==> src/rtl/timing_control_unit.sv <==
// Timing and control sequencer for a basic accumulator machine: decodes the
// sequence counter into T-states and issues fetch/decode/execute strobes.
module timing_control_unit #(
  parameter logic [3:0] EXEC_MAX = 4'd12
) (
  input  logic        CLK,
  input  logic        reset,
  input  logic [3:0]  COUNT,
  input  logic [15:0] IR,
  input  logic        EXEC_DONE,
  input  logic        START,
  output logic [15:0] T,
  output logic        SC_CLR,
  output logic        SC_INC,
  output logic        LD_AR,
  output logic        LD_IR,
  output logic        INR_PC,
  output logic        MEM_RD,
  output logic [2:0]  BUS_SEL,
  output logic [7:0]  D,
  output logic        I,
  output logic        S,
  output logic        INSTR_DONE,
  output logic        ABORT
);

  typedef enum logic [2:0] {
    PH_IDLE, PH_FETCH0, PH_FETCH1, PH_DECODE, PH_INDIRECT, PH_EXEC, PH_ILLEGAL
  } phase_e;

  phase_e     phase;
  logic       runFlag_q, runFlag_d;
  logic       sync_q, sync_d;
  logic       abort_q, abort_d;
  logic [7:0] opDecode_q, opDecode_d;
  logic       indirect_q, indirect_d;
  logic       unusedIr;

  assign unusedIr = ^IR[11:1];
  assign T        = 16'd1 << COUNT;
  assign D        = opDecode_q;
  assign I        = indirect_q;
  assign S        = runFlag_q;
  assign ABORT    = abort_q;

  always_ff @(posedge CLK or posedge reset) begin
    if (reset) begin
      runFlag_q  <= 1'b1;
      sync_q     <= 1'b0;
      abort_q    <= 1'b0;
      opDecode_q <= 8'h01;
      indirect_q <= 1'b0;
    end else begin
      runFlag_q  <= runFlag_d;
      sync_q     <= sync_d;
      abort_q    <= abort_d;
      opDecode_q <= opDecode_d;
      indirect_q <= indirect_d;
    end
  end

  // Halted or not yet aligned with the counter: everything collapses to IDLE.
  always_comb begin
    phase = PH_IDLE;
    if (runFlag_q && sync_q) begin
      if (COUNT > EXEC_MAX) begin
        phase = PH_ILLEGAL;
      end else begin
        case (COUNT)
          4'd0:    phase = PH_FETCH0;
          4'd1:    phase = PH_FETCH1;
          4'd2:    phase = PH_DECODE;
          4'd3:    phase = PH_INDIRECT;
          default: phase = PH_EXEC;
        endcase
      end
    end
  end

  always_comb begin
    SC_CLR     = 1'b0;
    SC_INC     = 1'b0;
    LD_AR      = 1'b0;
    LD_IR      = 1'b0;
    INR_PC     = 1'b0;
    MEM_RD     = 1'b0;
    BUS_SEL    = 3'd0;
    INSTR_DONE = 1'b0;
    runFlag_d  = runFlag_q;
    sync_d     = sync_q | (COUNT == 4'd0);
    abort_d    = abort_q;
    opDecode_d = opDecode_q;
    indirect_d = indirect_q;
    case (phase)
      PH_IDLE: SC_CLR = 1'b1;
      PH_FETCH0: begin
        BUS_SEL = 3'd2;
        LD_AR   = 1'b1;
        SC_INC  = 1'b1;
      end
      PH_FETCH1: begin
        BUS_SEL = 3'd7;
        MEM_RD  = 1'b1;
        LD_IR   = 1'b1;
        INR_PC  = 1'b1;
        SC_INC  = 1'b1;
      end
      PH_DECODE: begin
        LD_AR      = 1'b1;
        SC_INC     = 1'b1;
        opDecode_d = 8'd1 << IR[14:12];
        indirect_d = IR[15];
      end
      // Register-reference instructions finish here; IR[0] is the halt bit.
      PH_INDIRECT: begin
        if (opDecode_q[7]) begin
          SC_CLR     = 1'b1;
          INSTR_DONE = 1'b1;
          if (IR[0]) runFlag_d = 1'b0;
        end else if (indirect_q) begin
          BUS_SEL = 3'd7;
          MEM_RD  = 1'b1;
          LD_AR   = 1'b1;
          SC_INC  = 1'b1;
        end else begin
          SC_INC = 1'b1;
        end
      end
      PH_EXEC: begin
        if (EXEC_DONE) begin
          SC_CLR     = 1'b1;
          INSTR_DONE = 1'b1;
        end else if (COUNT == EXEC_MAX) begin
          SC_CLR    = 1'b1;
          abort_d   = 1'b1;
          runFlag_d = 1'b0;
        end else begin
          SC_INC = 1'b1;
        end
      end
      PH_ILLEGAL: begin
        SC_CLR    = 1'b1;
        abort_d   = 1'b1;
        runFlag_d = 1'b0;
      end
      default: SC_CLR = 1'b1;
    endcase
    if (!runFlag_q && START) begin
      runFlag_d = 1'b1;
      abort_d   = 1'b0;
    end
  end

endmodule

==> config.mk <==
export PLATFORM = sky130hd
export DESIGN_NAME = timing_control_unit
export DESIGN_NICKNAME = d
export VERILOG_FILES = /design/src/rtl/timing_control_unit.sv
export SDC_FILE = /design/constraint.sdc
export NUM_CORES = 1
export LEC_CHECK = 0
export ABC_AREA = 1
export CAP_MARGIN = 20
export CORE_MARGIN = 2
export CORE_UTILIZATION = 35
export DETAILED_ROUTE_END_ITERATION = 10
export HOLD_SLACK_MARGIN = 0.12
export PLACE_DENSITY = 0.89
export SKIP_CTS_REPAIR_TIMING = 1
export SKIP_LAST_GASP = 1
export SLEW_MARGIN = 0
export SYNTH_ARGS = -nofsm -noshare
export SYNTH_HDL_FRONTEND = slang
export SYNTH_SLANG_ARGS = --single-unit
export TNS_END_PERCENT = 50
==> constraint.sdc <==
create_clock -name CLK -period 2.05 [get_ports CLK]
set_input_delay 0.3075 -clock CLK [delete_from_list [all_inputs] [get_ports CLK]]
set_output_delay 0.3075 -clock CLK [all_outputs]
set_load 0.005 [all_outputs]
==> results.tsv, run 1 <==
metric	value	unit
antenna viol nets, final	0	
post-synthesis compound-gate area fraction	11.3	%
Synth Area in XOR/XNOR	0	%
Final Worst Setup Slack	-0.0741	ns
drt pass-1 iters	4	
Nets	230	
Clk pin slew, worst setup/hold paths	0.08	ns
Startpoint Class	flip-flop	
most common cell after layout, fill and taps aside	clkdlybuf4s50_1	
IO Pins	61	
CTS Sinks	12	
WL per Instance	13.2	um
synth top area cells	dfrtp_1, nand2_1, nand3_1, inv_1, nor2_1	
Vias	1129	
Synth Area in Simple Gates	43.0	%
Post-DP HPWL	2190	um
Congestion Overflow GR	0	
Critical-path top delay cell	dfstp_2	
crit end category	primary output	
worst vdd ir	631	uV
DRT iter0 DRCs	16	
Num CTS Buffers	3	
Final Max Slew Viols	0	
worst path cell trace	nand2_2, inv_4, nand2_4, inv_2, nand2_2, nor2_4, nand3_2, buf_6, o211ai_1, dlymetal6s2s_1	
number of I/O port buffers	49	
main combinational cell family by area after synthesis	simple AND/OR/NAND/NOR gates	
Post-Route WL	3090	um
DIE WIDTH	54.7	um
post-synthesis sequential area ratio	33.7	%
Worst-Margin Slew	0.442	ns
Avg Vias per Cell	4.80	
initial antenna violation count	0	
# DRC	0	
Netlist cell types	24	
share of cells above drive strength 1	36.1	%
RSZ-0062 raised after global routing	true	
Synth area leader	dfrtp_1	
Fin. Hold Viols	0	
Synth Area in Adders	0	%
Power Density	869	nW/um^2
syn nets	153	
Cell Count, Final, Fillers Out	235	
post-route minimum period	2.12	ns
fin util	69.9	%
Initial Util	36.6	%
placed cells	225	
area growth from synthesis to layout	90.7	%
first-pass GRT wire length	4000	um
Syn Inst Count	129	
Most common cell on crit path	nand2_2	
crit path DAT	1.82	ns
Avg Inst Size Synth	6.97	sq um
Worst EP required	1.74	ns
FF+latch count, synth	12	
status	finished, violations left	
H-Tree Depth	1	
floorplan row count	18	
Yosys warning total	0	
clock skew	0.0115	ns
CTS tree	built	
clock root cell	clkbuf_4	
largest net degree at the start of global routing	16	
FMAX	471	MHz
ANT cells	0	
violated checks	negative setup slack	
die height	54.7	um
most frequent cells in the layout	clkdlybuf4s50_1, buf_4, nand2_1, nor2_1, inv_1	
fin crit share	104	%
mux share of post-synthesis cell area	0	%
Hold WS	0.335	ns
Worst slew margin	70.5	%
Worst-Skew Late Latency	0.27	ns
max_cap viols	0	
number of setup violations in the final report	3	
min-delay worst type	in2async	
total core area	2450	sq um
GP Congestion	0.915	
Yosys top cell area share	27.8	%
critical path type	reg2out	
leakage	0.926	nW
synthesized area	900	sq um
CP Max Fanout	4	
vias in the first global route	978	
Worst path max stage delay	0.54	ns
CTS Buffer Depth	2	
GRT Overall Usage	18.2	%
die footprint	2990	sq um
==> routing by layer <==
metal	share of wire [%]	vias to the layer above	GRT usage, %
met5	0	-	0
met4	1.9	0	7.50
met3	5.9	6	5.19
met2	52	42	33.1
met1	40	524	19.3
li1	-	557	-
==> Yosys cell counts (all sizes together) <==
cell    count
or2         2
nor3        1
buf         3
nand2      37
inv        22
dfstp       2
nand3      16
a21boi      1
o21ai       9
nand3b      1
nor2       21
o211ai      2
nand4       1
o21bai      1
dfrtp      10
==> state kept, by name, indices dropped and copies added, names as in the netlist <==
register,flops
D,8
ABORT,1
I,1
S,1
sync_q,1
==> per-stage QoR <==
stage	total power (W)	TNS [ns]	area, sq um	setup WS (ns)
finish	0.00149	-0.0893	1720	-0.0741
global placement	0.00117	-3.72	1550	-0.375
global route	0.00160	-0.548	1720	-0.158
detailed placement	0.00120	-4.79	1550	-0.472
CTS	0.00136	-4.83	1580	-0.474
floorplan	0.000736	0	900	0.391
==> report_power, final <==
group / internal (W) / switching (W) / total, W
Combinational: 0.000518 / 0.000417 / 0.000935
Clock: 0.0000754 / 0.0000745 / 0.000150
Sequential: 0.000341 / 0.0000653 / 0.000406
Total: 0.000935 / 0.000557 / 0.00149
==> critical path, delay by kind of cell (launching register included) <==
kind / cells / cell delay, ns
AOI/OAI and AO/OA: 1 / 0.08
buffers and inverters: 4 / 0.46
DFF: 1 / 0.54
and+or+nand+nor: 5 / 0.47
==> path summary, 6_finish.rpt <==
check                        endpoint  slack [ns]  cells past startpoint  startpoint
setup / recovery           BUS_SEL[1]       -0.07                     10           S
hold / removal                   D[1]        0.33                      2       reset
setup reg to reg                 D[4]        0.43                     10           S
hold reg to reg                  D[0]        0.48                      2        D[0]
max in group asynchronous        D[0]        1.37                      2       reset
min in group CLK                 D[0]        0.48                      2        D[0]
==> cell type report <==
class,instances,area [sq um]
Inverter,22,85.1
Fill cell,172,739
Tap cell,30,37.5
Multi-Input combinational cell,92,557
Sequential cell,12,303
Timing Repair Buffer,75,707
Clock buffer,4,26.3
==> cell families (layout without fill, tap and decap cells) <==
logic type             Yosys count  count (layout)
AO/OA/AOI/OAI                   13              13
buffers and inverters           25             101
flip-flops                      12              12
AND/OR/NAND/NOR                 79              79
No activity file was read; power rests on OpenSTA's default activity.
==> inputs of run 2 (changes only) <==
SLEW_MARGIN = 10   (was 0)
==> results of run 2 <==
The final DEF is identical to that of run 1; final timing and power are the same.
==> edit: new RTL, flow settings as in run 2 <==
Set the parameter `EXEC_MAX` to 4'd6 (it was 4'd12).
--- a/src/rtl/timing_control_unit.sv
+++ b/src/rtl/timing_control_unit.sv
@@ -1,7 +1,7 @@
 // Timing and control sequencer for a basic accumulator machine: decodes the
 // sequence counter into T-states and issues fetch/decode/execute strobes.
 module timing_control_unit #(
-  parameter logic [3:0] EXEC_MAX = 4'd12
+  parameter logic [3:0] EXEC_MAX = 4'd6
 ) (
   input  logic        CLK,
   input  logic        reset,
Formal check against the unedited RTL: not equivalent (Yosys sat finds a counterexample within 4 cycles, from zero or initial values and one cycle with reset high).
==> edit against run 2 <==
  * First-iteration DRC count up 19%
  * Setup slack worse by 0.050 ns
  * Fmax down 2.3%
  * Largest cell class unchanged
  * Power up 7.3%
  * Sequential cell count unchanged
  * Largest power group unchanged
  * Synthesized area down 1.7%
  * Clock skew down 0.011 ns
  * Critical path type unchanged
  * Cell area down 0.95%
  * The run still ends with setup timing left
  * Routed wire length down 2.2%
  * Via count up 1.7%
==> edit: results (changes against run 2) <==
grtUsageTotal: 0.192  # was 0.182
drtIter0Drc: 19  # was 16
p_sw_frac: 0.373  # about the same
finalSetupViolations: 7  # was 3
p_clk_mw: 0.183  # was 0.150 mW
vias_per_cell: 4.67  # was 4.80
non_clock_inverter_count: 24  # was 22
ys_seq_area_frac: 0.342  # was 0.337
dpl_cell_area_um2: 1580  # was 1550 µm²
cp.arrival_ns: 1.87  # was 1.82 ns
critPathMaxFanout: 3  # was 4
violations: "setup timing"  # unchanged
status: "finished, violations left"  # unchanged
finalHoldWorstSlack_ns: 0.335  # about the same
finClkSkew_ns: 0.000376  # was 0.0115 ns
place.gp.congestion: 0.853  # was 0.915
drive_gt1_frac: 0.333  # was 0.361
area_growth_pct: 92.1  # was 90.7%
nNetsFinal: 241  # was 230
seq_area_frac: 0.178  # was 0.177
cp-endpoint: "SC_INC"  # was BUS_SEL[1]
num-multi-input-gates: 96  # was 92
synthTopCellsByArea: "dfrtp_1 (28%), nand2_1 (16%), nand3_1 (8.5%), inv_1 (8.1%), o21ai_2 (6.9%)"  # was dfrtp_1 (28%), nand2_1 (13%), nand3_1 (7.8%), inv_1 (7.5%), nor2_1 (7.1%)
clkCellAreaFrac: 0.0214  # was 0.0153
reg2reg_setup_slack_ns: 0.28  # was 0.43 ns
nonClkBufAreaFrac: 0.431  # was 0.412
leakage_nw: 0.939  # was 0.926 nW
r2r_cells: 14  # was 10
vdd_ir_drop_max_uv: 731  # was 631 µV
multi_input_area_share: 0.295  # was 0.325
dp_slack_ns: -0.490  # was -0.472 ns
syn_area_um2: 885  # was 900 µm²
grt_pass1_wl_um: 4180  # was 4000 µm
pg_seq_mw: 0.398  # was 0.406 mW
ys_types: 19  # was 24
seq_power_share: 0.249  # was 0.272
synth-compound-area-share: 0.0948  # was 0.113
syn_area_per_cell_um2: 6.55  # was 6.97 µm²
setup_ws_ns: -0.125  # was -0.0741 ns
reg2reg_to: "S$_DFFE_PP1P_"  # was D[4]$_DFFE_PP0P_
drt-wirelength-per-cell_um: 12.3  # was 13.2 µm
syn-num-nets: 159  # was 153
final.setup.tns_ns: -0.507  # was -0.0893 ns
==> edit: cell types whose count changed after synthesis, sizes merged, moves of 2 or more <==
cell | run 2 | this run
nand2 | 37 | 41
nor3 | 1 | 5
inv | 22 | 24
nand4 | 1 | 3
o211ai | 2 | 0
==> edit: worst max-delay path: cells and delay by family, from the launching register on <==
| family | cells | cell delay [ns] |
|---|---|---|
| AND/OR/NAND/NOR | 7 | 0.52 |
| buffers and inverters | 6 | 0.53 |
| flip-flops | 1 | 0.54 |
==> edit: routing by layer <==
layer / global-route usage / routed length, µm / up-vias / part of all wire
met2: 0.323 / 1580 / 33 / 0.52
met3: 0.0492 / 150 / 4 / 0.050
met1: 0.240 / 1250 / 524 / 0.41
li1: - / - / 587 / -
met4: 0.0583 / 38 / 0 / 0.013
met5: 0 / 0 / - / 0
